[config.mk]
export PLATFORM = sky130hd
export DESIGN_NAME = apb_master_arbiter
export DESIGN_NICKNAME = d
export VERILOG_FILES = /design/src/rtl/apb_master_arbiter.sv
export SDC_FILE = /design/constraint.sdc
export NUM_CORES = 1
export LEC_CHECK = 0
export ABC_AREA = 1
export CAP_MARGIN = 15
export CORE_AREA = 8 8 166 168
export DETAILED_ROUTE_END_ITERATION = 6
export DIE_AREA = 0 0 174 176
export GPL_ROUTABILITY_DRIVEN = 0
export HOLD_SLACK_MARGIN = 0.08
export PLACE_DENSITY = 0.74
export SETUP_SLACK_MARGIN = 0.02
export SLEW_MARGIN = 30
export SYNTH_ARGS = -nofsm -noshare
export SYNTH_HDL_FRONTEND = slang
export SYNTH_SLANG_ARGS = --single-unit
[constraint.sdc]
create_clock -name pclk -period 6.9 [get_ports pclk]
set_clock_uncertainty 0.2 [all_clocks]
set_input_delay 1.035 -clock pclk [delete_from_list [all_inputs] [get_ports pclk]]
set_output_delay 1.035 -clock pclk [all_outputs]
set_load 0.05 [all_outputs]
[src/rtl/apb_master_arbiter.sv]
`default_nettype none
// apb_master_arbiter: round-robin sharing of one APB master port, with address decode and wait-state timeout.
// Revision 1.0
module apb_master_arbiter #(
  parameter int NO_OF_REQUESTERS  = 4,
  parameter int NO_OF_SLAVES      = 1,
  parameter int ADDRESS_WIDTH     = 32,
  parameter int DATA_WIDTH        = 32,
  parameter int SLAVE_MEMORY_SIZE = 12,
  parameter int SLAVE_MEMORY_GAP  = 5,
  parameter int TIMEOUT_CYCLES    = 16
) (
  input  logic                                      pclk,
  input  logic                                      preset,
  input  logic [NO_OF_REQUESTERS-1:0]               req,
  input  logic [NO_OF_REQUESTERS-1:0]               req_write,
  input  logic [NO_OF_REQUESTERS*ADDRESS_WIDTH-1:0] req_addr,
  input  logic [NO_OF_REQUESTERS*DATA_WIDTH-1:0]    req_wdata,
  input  logic [NO_OF_REQUESTERS*(DATA_WIDTH/8)-1:0] req_strb,
  input  logic [NO_OF_REQUESTERS*3-1:0]             req_prot,
  output logic [NO_OF_REQUESTERS-1:0]               done,
  output logic [DATA_WIDTH-1:0]                     rsp_rdata,
  output logic                                      rsp_slverr,
  output logic [NO_OF_SLAVES-1:0]                   pselx,
  output logic                                      penable,
  output logic                                      pwrite,
  output logic [ADDRESS_WIDTH-1:0]                  paddr,
  output logic [DATA_WIDTH-1:0]                     pwdata,
  output logic [DATA_WIDTH/8-1:0]                   pstrb,
  output logic [2:0]                                pprot,
  input  logic                                      pready,
  input  logic [DATA_WIDTH-1:0]                     prdata,
  input  logic                                      pslverr,
  output logic [2:0]                                fsm_state
);

  localparam int GW = (NO_OF_REQUESTERS > 1) ? $clog2(NO_OF_REQUESTERS) : 1;
  localparam int SW = DATA_WIDTH / 8;
  localparam int CW = $clog2(TIMEOUT_CYCLES + 1);
  localparam logic [63:0] REGION_BYTES = 64'(SLAVE_MEMORY_SIZE) * 64'd1024;
  localparam logic [63:0] REGION_PITCH = REGION_BYTES + 64'(SLAVE_MEMORY_GAP);

  typedef enum logic [2:0] {
    ST_IDLE       = 3'd1,
    ST_SETUP      = 3'd2,
    ST_ACCESS     = 3'd3,
    ST_WAIT       = 3'd4,
    ST_DECODE_ERR = 3'd5
  } apb_fsm_state_e;

  apb_fsm_state_e            state_q, state_d;
  logic [GW-1:0]             last_grant;
  logic [GW-1:0]             pick;
  logic                      found;
  logic [CW-1:0]             wait_cnt;
  logic [NO_OF_SLAVES-1:0]   dec_sel;
  logic [ADDRESS_WIDTH-1:0]  sel_addr;
  logic [63:0]               base;
  logic [63:0]               addr64;
  logic [GW-1:0]             idx;
  logic                      timeout;
  logic                      complete;
  logic                      complete_err;

  logic [ADDRESS_WIDTH-1:0]  addr_arr  [NO_OF_REQUESTERS];
  logic [DATA_WIDTH-1:0]     wdata_arr [NO_OF_REQUESTERS];
  logic [SW-1:0]             strb_arr  [NO_OF_REQUESTERS];
  logic [2:0]                prot_arr  [NO_OF_REQUESTERS];

  for (genvar g = 0; g < NO_OF_REQUESTERS; g++) begin : g_unpack
    assign addr_arr[g]  = req_addr[g*ADDRESS_WIDTH +: ADDRESS_WIDTH];
    assign wdata_arr[g] = req_wdata[g*DATA_WIDTH +: DATA_WIDTH];
    assign strb_arr[g]  = req_strb[g*SW +: SW];
    assign prot_arr[g]  = req_prot[g*3 +: 3];
  end

  // Search starts one past the last winner so every requester is reached within N grants.
  always_comb begin
    found = 1'b0;
    pick  = '0;
    idx   = '0;
    for (int i = 0; i < NO_OF_REQUESTERS; i++) begin
      idx = GW'((int'(last_grant) + 1 + i) % NO_OF_REQUESTERS);
      if (!found && req[idx]) begin
        found = 1'b1;
        pick  = idx;
      end
    end
  end

  assign sel_addr = addr_arr[pick];

  always_comb begin
    dec_sel = '0;
    base    = '0;
    addr64  = 64'(sel_addr);
    for (int k = 0; k < NO_OF_SLAVES; k++) begin
      base = 64'(k) * REGION_PITCH;
      if (addr64 >= base && addr64 < base + REGION_BYTES) dec_sel[k] = 1'b1;
    end
  end

  assign timeout = (wait_cnt == CW'(TIMEOUT_CYCLES - 1));

  always_comb begin
    state_d      = state_q;
    complete     = 1'b0;
    complete_err = 1'b0;
    done         = '0;
    rsp_rdata    = '0;
    rsp_slverr   = 1'b0;
    case (state_q)
      ST_IDLE: begin
        if (found) state_d = (|dec_sel) ? ST_SETUP : ST_DECODE_ERR;
      end
      ST_SETUP: state_d = ST_ACCESS;
      ST_ACCESS, ST_WAIT: begin
        if (pready) begin
          state_d  = ST_IDLE;
          complete = 1'b1;
        end else if (timeout) begin
          state_d      = ST_IDLE;
          complete_err = 1'b1;
        end else begin
          state_d = ST_WAIT;
        end
      end
      ST_DECODE_ERR: begin
        state_d      = ST_IDLE;
        complete_err = 1'b1;
      end
      default: state_d = ST_IDLE;
    endcase
    // A transfer aborted by reset must not report completion.
    if (!preset) begin
      if (complete) begin
        done[last_grant] = 1'b1;
        rsp_rdata        = pwrite ? '0 : prdata;
        rsp_slverr       = pslverr;
      end else if (complete_err) begin
        done[last_grant] = 1'b1;
        rsp_slverr       = 1'b1;
      end
    end
  end

  always_ff @(posedge pclk) begin
    if (preset) begin
      state_q    <= ST_IDLE;
      last_grant <= GW'(NO_OF_REQUESTERS - 1);
      wait_cnt   <= '0;
      pselx      <= '0;
      penable    <= 1'b0;
      pwrite     <= 1'b0;
      paddr      <= '0;
      pwdata     <= '0;
      pstrb      <= '0;
      pprot      <= '0;
    end else begin
      state_q <= state_d;
      case (state_q)
        ST_IDLE: begin
          if (found) begin
            last_grant <= pick;
            pwrite     <= req_write[pick];
            paddr      <= sel_addr;
            pwdata     <= wdata_arr[pick];
            pstrb      <= strb_arr[pick];
            pprot      <= prot_arr[pick];
            pselx      <= dec_sel;
          end
        end
        ST_SETUP: begin
          penable  <= 1'b1;
          wait_cnt <= '0;
        end
        ST_ACCESS, ST_WAIT: begin
          if (state_d == ST_IDLE) begin
            pselx   <= '0;
            penable <= 1'b0;
          end else begin
            wait_cnt <= wait_cnt + CW'(1);
          end
        end
        default: ;
      endcase
    end
  end

  assign fsm_state = state_q;

endmodule
`default_nettype wire

==> results of run 1 <==
==> report_power, final <==
group | switching, mW | internal (mW)
Clock | 0.222 | 0.259
Sequential | 0.106 | 0.690
Combinational | 3.55 | 1.73
==> synth_stat cells, types with 4 or more instances <==
master    count  area, um^2
nand2_1     175         657
nand3_1      34         170
inv_2         4        15.0
o211ai_1     62         465
buf_4         5        37.5
buf_1         6        22.5
buf_6         8        90.1
buf_2        11        55.1
mux2i_1      28         280
o21ai_0     102         510
clkbuf_1     48         180
or2_2        27         169
nand4_1      26         163
nor3_1        6        30.0
inv_1       130         488
dfxtp_1      84        1680
o21ai_1      28         140
a21oi_1      10        50.1
o221ai_1     24         210
nor2_1      180         676
ha_1          6        75.1
==> sequential cells by signal, summed over array words and instances (netlist names), 2 cells and up <==
name / flops
pprot: 3
paddr: 32
last_grant: 2
wait_cnt: 5
pwdata: 32
fsm_state: 3
pstrb: 4
==> kinds of logic after synthesis <==
family | share of synthesized area
adders and majority gates | 0.0119
and+or+nand+nor | 0.308
DFF | 0.266
AOI/OAI and AO/OA | 0.228
buffers and inverters | 0.142
muxes | 0.0443
==> path summary, 6_finish.rpt <==
check	end	slack (ps)
min	penable	280
max reg2reg	fsm_state[1]	2280
min reg2reg	penable	280
max	fsm_state[1]	2280
==> area by class of cell <==
cell class                      count  area (um^2)
Fill cell                        2521        13700
Inverter                          136          512
Multi-Input combinational cell    724         3770
Clock buffer                       11          243
Sequential cell                    84         1680
Clock inverter                      5         43.8
Antenna cell                        2         5.00
Timing Repair Buffer              451         4490
Tap cell                          330          413
==> layout by cell type (no fill, tap or decap), types with 2 or more instances in the layout <==
| cell | Yosys | final |
|---|---|---|
| clkbuf_16 | 0 | 9 |
| clkinvlp_4 | 0 | 2 |
| clkdlybuf4s50_1 | 0 | 440 |
| nand4_1 | 26 | 26 |
| inv_1 | 130 | 129 |
| nand3_1 | 34 | 34 |
| ha_1 | 6 | 6 |
| nand2_1 | 175 | 173 |
| o211ai_2 | 3 | 3 |
| diode_2 | 0 | 2 |
| o211a_1 | 3 | 3 |
| nor2_4 | 1 | 2 |
| dfxtp_1 | 84 | 84 |
| mux2i_1 | 28 | 28 |
| o21ai_1 | 28 | 28 |
| nand3_4 | 1 | 2 |
| o211ai_1 | 62 | 62 |
| o21ai_0 | 102 | 102 |
| a21oi_1 | 10 | 10 |
| nand2_2 | 3 | 4 |
| nor2_1 | 180 | 179 |
| inv_2 | 4 | 5 |
| or2_2 | 27 | 27 |
| o221ai_1 | 24 | 24 |
| buf_4 | 5 | 9 |
| nor3_1 | 6 | 6 |
==> worst min-delay path: cells and delay by family (launching register included) <==
kind | cells | cell delay, ps
flip-flops | 1 | 320
AO/OA/AOI/OAI | 1 | 50
AND/OR/NAND/NOR | 1 | 70
==> metal layers <==
metal	routed length, um	global-route usage
met5	0	0
met4	478	0.0460
met3	2370	0.0607
met2	15200	0.332
met1	12500	0.215
==> impl_metrics.csv, run 1 <==
group,metric,value,unit
worst_setup_path,start_kind,"register",
clock_network,post_cts_buffers,0,
die,die-area,30600,um^2
logic_synthesis,ys_async_sr_fraction,0,
logic_synthesis,syn_inst,1022,
status,status,"completed",
cells_and_area,final_area,11200,um^2
timing,tightest_slew,861,ps
global_route,grtUsageTotal,0.187,
logic_synthesis,yosysWarnings,0,
worst_setup_path,path_depth,19,
worst_setup_path,path_cells,"inv_2, ha_1, inv_2, nand2_1, nand2_2, nand2_1, nand2_1, nand2_1, nand3_2, nand3_4, buf_4, nand2_1, o211ai_2, nand2_1, nor2_1, nand2_1, nor2_1, nand4_1, a21oi_1",
logic_synthesis,synth_cell_types,31,
min_path,hp-class,"reg -> reg",
cells_and_area,fin_cells,1743,
clock_network,clock-root-buffer,"clkbuf_16",
logic_synthesis,ys_ff_latch,84,
clock_network,cts_resized,0,
timing,whs,281,ps
timing,timing.final.ws_setup,2280,ps
die,rows,58,
power_and_ir_drop,total_power,6.56,mW
timing,clock.fmax,217,MHz
detailed_routing,wl_per_cell,17.5,um
worst_setup_path,critPathMaxFanout,57,
worst_setup_path,crit_buf_inv,3,
placement,place_inst,1725,
detailed_routing,viasPerCell,4.76,
detailed_routing,drt-total-wl,30.6,mm
global_route,grt_first_pass_wirelength,46.2,mm
die,core_area,24800,um^2
logic_synthesis,syn-num-nets,1356,
cells_and_area,area_delta_synth_final,76.4,%
logic_synthesis,synth-edff-count,0,
timing,maxSlewViolCount,0,
global_route,antenna_found_initial,2,
die,pin_count,442,
clock_network,cts_sinks,84,
placement,dpl_cell_area,10900,um^2
worst_setup_path,r2r_start,"last_grant[0]",
power_and_ir_drop,power.density,588,nW/um^2
timing,max_slew_margin,0.425,
power_and_ir_drop,cellLeakagePower,4.89,nW
detailed_routing,drt_iter0_markers,439,
timing,finalCritPeriodShare,0.669,
cells_and_area,drive_gt1_frac,0.0517,
clock_network,cts_buffers,9,
timing,rsz0062_at_grt,"no",
clock_network,hold_buffers,0,
worst_setup_path,reg2reg_depth,19,
die,die_w,174,um
logic_synthesis,avgSynthCellArea,6.19,um^2
worst_setup_path,end_kind,"register",
clock_network,cts_tree,"built",
worst_setup_path,arrival,4680,ps
timing,setup_viol,0,
placement,dpl_worst_slack,2030,ps
logic_synthesis,ys_seq_area_frac,0.266,
placement,port_buffers,441,
global_route,grt_pass1_vias,8230,
worst_setup_path,critical_path.slowest_cell,"dfxtp_1",
clock_network,path_clk_slew,70,ps
global_route,grt_max_degree,100,
die,dieHeight,176,um
worst_setup_path,crit_family,"simple AND/OR/NAND/NOR gates",
placement,dp_hpwl,24.1,mm
power_and_ir_drop,peakVddDrop,0.000558,V
logic_synthesis,ys_dominant_reg_cell,"dfxtp_1",
detailed_routing,first_pass_iters,5,
timing,fin_setup_tns,0,ps
detailed_routing,vias,8304,
clock_network,clock_path_buffers,2,
timing,min_period,4620,ps
logic_synthesis,synth.cell_area,6330,um^2
min_path,hp-start,"penable",
clock_network,clock_latency,340,ps
min_path,holdPathStages,2,
worst_setup_path,path_common_cell,"nand2_1",
worst_setup_path,required,6970,ps
detailed_routing,route.detailed.drc,0,
worst_setup_path,cpPeakStageDelay,610,ps
die,initial_core_util,0.255,
worst_setup_path,crit_path_start,"last_grant[0]",
cells_and_area,nets,1740,
detailed_routing,postRouteAntennaNets,0,
job,cap_violations,0,
timing,hold_viol,0,
cells_and_area,utilization,0.450,
worst_setup_path,worstSetupPathType,"reg -> reg",
global_route,overflow,0,
clock_network,htree_levels,3,
No activity file was read; power rests on OpenSTA's default activity.
==> run 2, diff against run 1 <==
- CORE_AREA: 8 8 166 168 -> 8 8 168 170
- DIE_AREA: 0 0 174 176 -> 0 0 176 178
- PLACE_DENSITY: 0.74 -> 0.72
- clock period: 6.9 -> 4.4 ns (I/O delays scaled with it)
==> run 2 against run 1 <==
  * Critical endpoint is now pselx
  * Sequential power is 58% higher
  * Final cell count is 0.63% higher
  * Critical path type unchanged
  * Critical path depth stayed put
==> impl_metrics.csv, run 2 (synthesis results as in run 1) <==
group,metric,value,unit
die,rows,59,
detailed_routing,first_pass_iters,5,
cells_and_area,final_cell_mix,"clkdlybuf4s50_1 (403), nor2_1 (179), nand2_1 (172), inv_1 (129), o21ai_0 (102)",
worst_setup_path,crit_family,"simple AND/OR/NAND/NOR gates",
placement,port_buffers,441,
worst_setup_path,critical_path.slowest_cell,"dfxtp_1",
detailed_routing,drt_iter0_markers,357,
worst_setup_path,crit_buf_inv,3,
detailed_routing,drt-total-wl,31.3,mm
timing,rsz0062_at_grt,"no",
detailed_routing,route.detailed.drc,0,
power_and_ir_drop,cellLeakagePower,5.10,nW
die,die-area,31300,um^2
global_route,overflow,0,
die,initial_core_util,0.247,
clock_network,htree_levels,3,
worst_setup_path,critPathMaxFanout,92,
worst_setup_path,worstSetupPathType,"reg -> reg",
global_route,grt_pass1_vias,8438,
clock_network,clock_latency,340,ps
worst_setup_path,cpPeakStageDelay,590,ps
timing,tightest_slew,702,ps
power_and_ir_drop,power.density,907,nW/um^2
global_route,grtUsageTotal,0.188,
timing,setup_viol,0,
clock_network,cts_buffers,9,
global_route,grt_max_degree,93,
timing,clock.fmax,257,MHz
die,pin_count,442,
power_and_ir_drop,p_clk_frac,0.070,
die,die_w,176,um
timing,finalCritPeriodShare,0.883,
power_and_ir_drop,pwr-share-seq,0.119,
clock_network,cts_resized,0,
detailed_routing,vias,8298,
clock_network,cts_sinks,84,
worst_setup_path,start_kind,"register",
cells_and_area,area_delta_synth_final,83.4,%
power_and_ir_drop,comb_power_share,0.811,
placement,place_inst,1738,
clock_network,clock-root-buffer,"clkbuf_16",
detailed_routing,postRouteAntennaNets,0,
min_path,hp-class,"reg -> reg",
power_and_ir_drop,power.switching,6.13,mW
timing,min_period,3890,ps
timing,timing.final.ws_setup,513,ps
clock_network,cts_tree,"built",
cells_and_area,n_antenna_cell,0,
global_route,antenna_found_initial,0,
power_and_ir_drop,intPower,4.40,mW
worst_setup_path,path_common_cell,"nand2_1",
clock_network,hold_buffers,0,
timing,maxSlewViolCount,0,
clock_network,post_cts_buffers,0,
timing,hold_viol,0,
power_and_ir_drop,peakVddDrop,0.000736,V
cells_and_area,drive_gt1_frac,0.0839,
power_and_ir_drop,switching_share,0.582,
cells_and_area,final_common_cell,"clkdlybuf4s50_1",
detailed_routing,viasPerCell,4.73,
status,status,"completed",
placement,dpl_worst_slack,505,ps
clock_network,clock_path_buffers,2,
detailed_routing,wl_per_cell,17.9,um
die,core_area,25600,um^2
global_route,grt_first_pass_wirelength,46.3,mm
worst_setup_path,path_cells,"inv_2, ha_1, inv_2, nand2_1, nand2_2, nand2_1, nand2_1, nor2_4, nand3_4, nand3_4, buf_12, nand2_1, o211ai_2, nand2_1, nor2_1, nand2_1, nor2_1, nand4_1, a21oi_1",
worst_setup_path,required,4460,ps
placement,dp_hpwl,25.1,mm
die,dieHeight,178,um
clock_network,path_clk_slew,60,ps
worst_setup_path,end_kind,"register",
worst_setup_path,arrival,3950,ps
cells_and_area,reg_top3,"paddr (32), pwdata (32), wait_cnt (5)",
job,cap_violations,0,
timing,fin_setup_tns,0,ps
timing,max_slew_margin,0.527,
cells_and_area,fin_cells,1754,
cells_and_area,nets,1748,
==> run 2: changes by cell type in the layout (fill, tap and decap cells not counted), moves of 2 or more <==
| cell | previous run | this run |
|---|---|---|
| buf_4 | 9 | 16 |
| buf_12 | 0 | 39 |
| clkinvlp_4 | 2 | 5 |
| diode_2 | 2 | 0 |
| clkdlybuf4s50_1 | 440 | 403 |
==> run 2: metrics by stage <==
step / hold slack, ps / instance area [um^2] / utilization / power, mW
after floorplan: 272 / 6330 / - / 7.45
after global placement: 256 / 11300 / 0.442 / 9.76
after detailed placement: 266 / 11300 / 0.442 / 9.88
after CTS: 277 / 11600 / 0.453 / 10.7
after global routing: 299 / 11600 / 0.453 / 11.6
final: 283 / 11600 / 0.453 / 10.5
==> run 2: path summary, 6_finish.rpt <==
path / startpoint / to / slack [ps] / depth (start not counted)
worst max-delay path: last_grant[0] / pselx / 510 / 19
worst min-delay path: penable / penable / 280 / 2
worst max register to register: last_grant[0] / pselx / 510 / 19
worst min register to register: penable / penable / 280 / 2
==> run 2: power by group through the flow <==
stage          logic, mW  registers (mW)  clock network [mW]
3_5_place_dp        8.61            1.27                   0
5_1_grt             9.46            1.29               0.800
4_1_cts             8.63            1.26               0.761
2_1_floorplan       5.30            2.15                   0
6_report            8.54            1.26               0.735
3_3_place_gp        8.50            1.26                   0
==> run 2: final cells by class <==
class / instances / area [um^2]
inverters: 136 / 512
repair buffers: 459 / 4940
clock buffers: 11 / 243
clock inverters: 5 / 37.5
fillers: 2579 / 14000
flip-flops and latches: 84 / 1680
well taps: 335 / 419
multi-input cells: 724 / 3770
==> run 2: worst reg2reg max path, stage by stage, from the launching register on <==
cell	delay, ps
dfxtp_1	590
inv_2	200
ha_1	410
inv_2	70
nand2_1	80
nand2_2	80
nand2_1	80
nand2_1	90
nor2_4	160
nand3_4	280
nand3_4	210
buf_12	380
nand2_1	130
o211ai_2	90
nand2_1	80
nor2_1	150
nand2_1	90
nor2_1	140
nand4_1	120
a21oi_1	170
==> run 2: routing by layer <==
metal / wire length [um] / track usage
met1: 12700 / 0.214
met2: 15300 / 0.331
met3: 2610 / 0.0597
met4: 739 / 0.0590
met5: 0 / 0
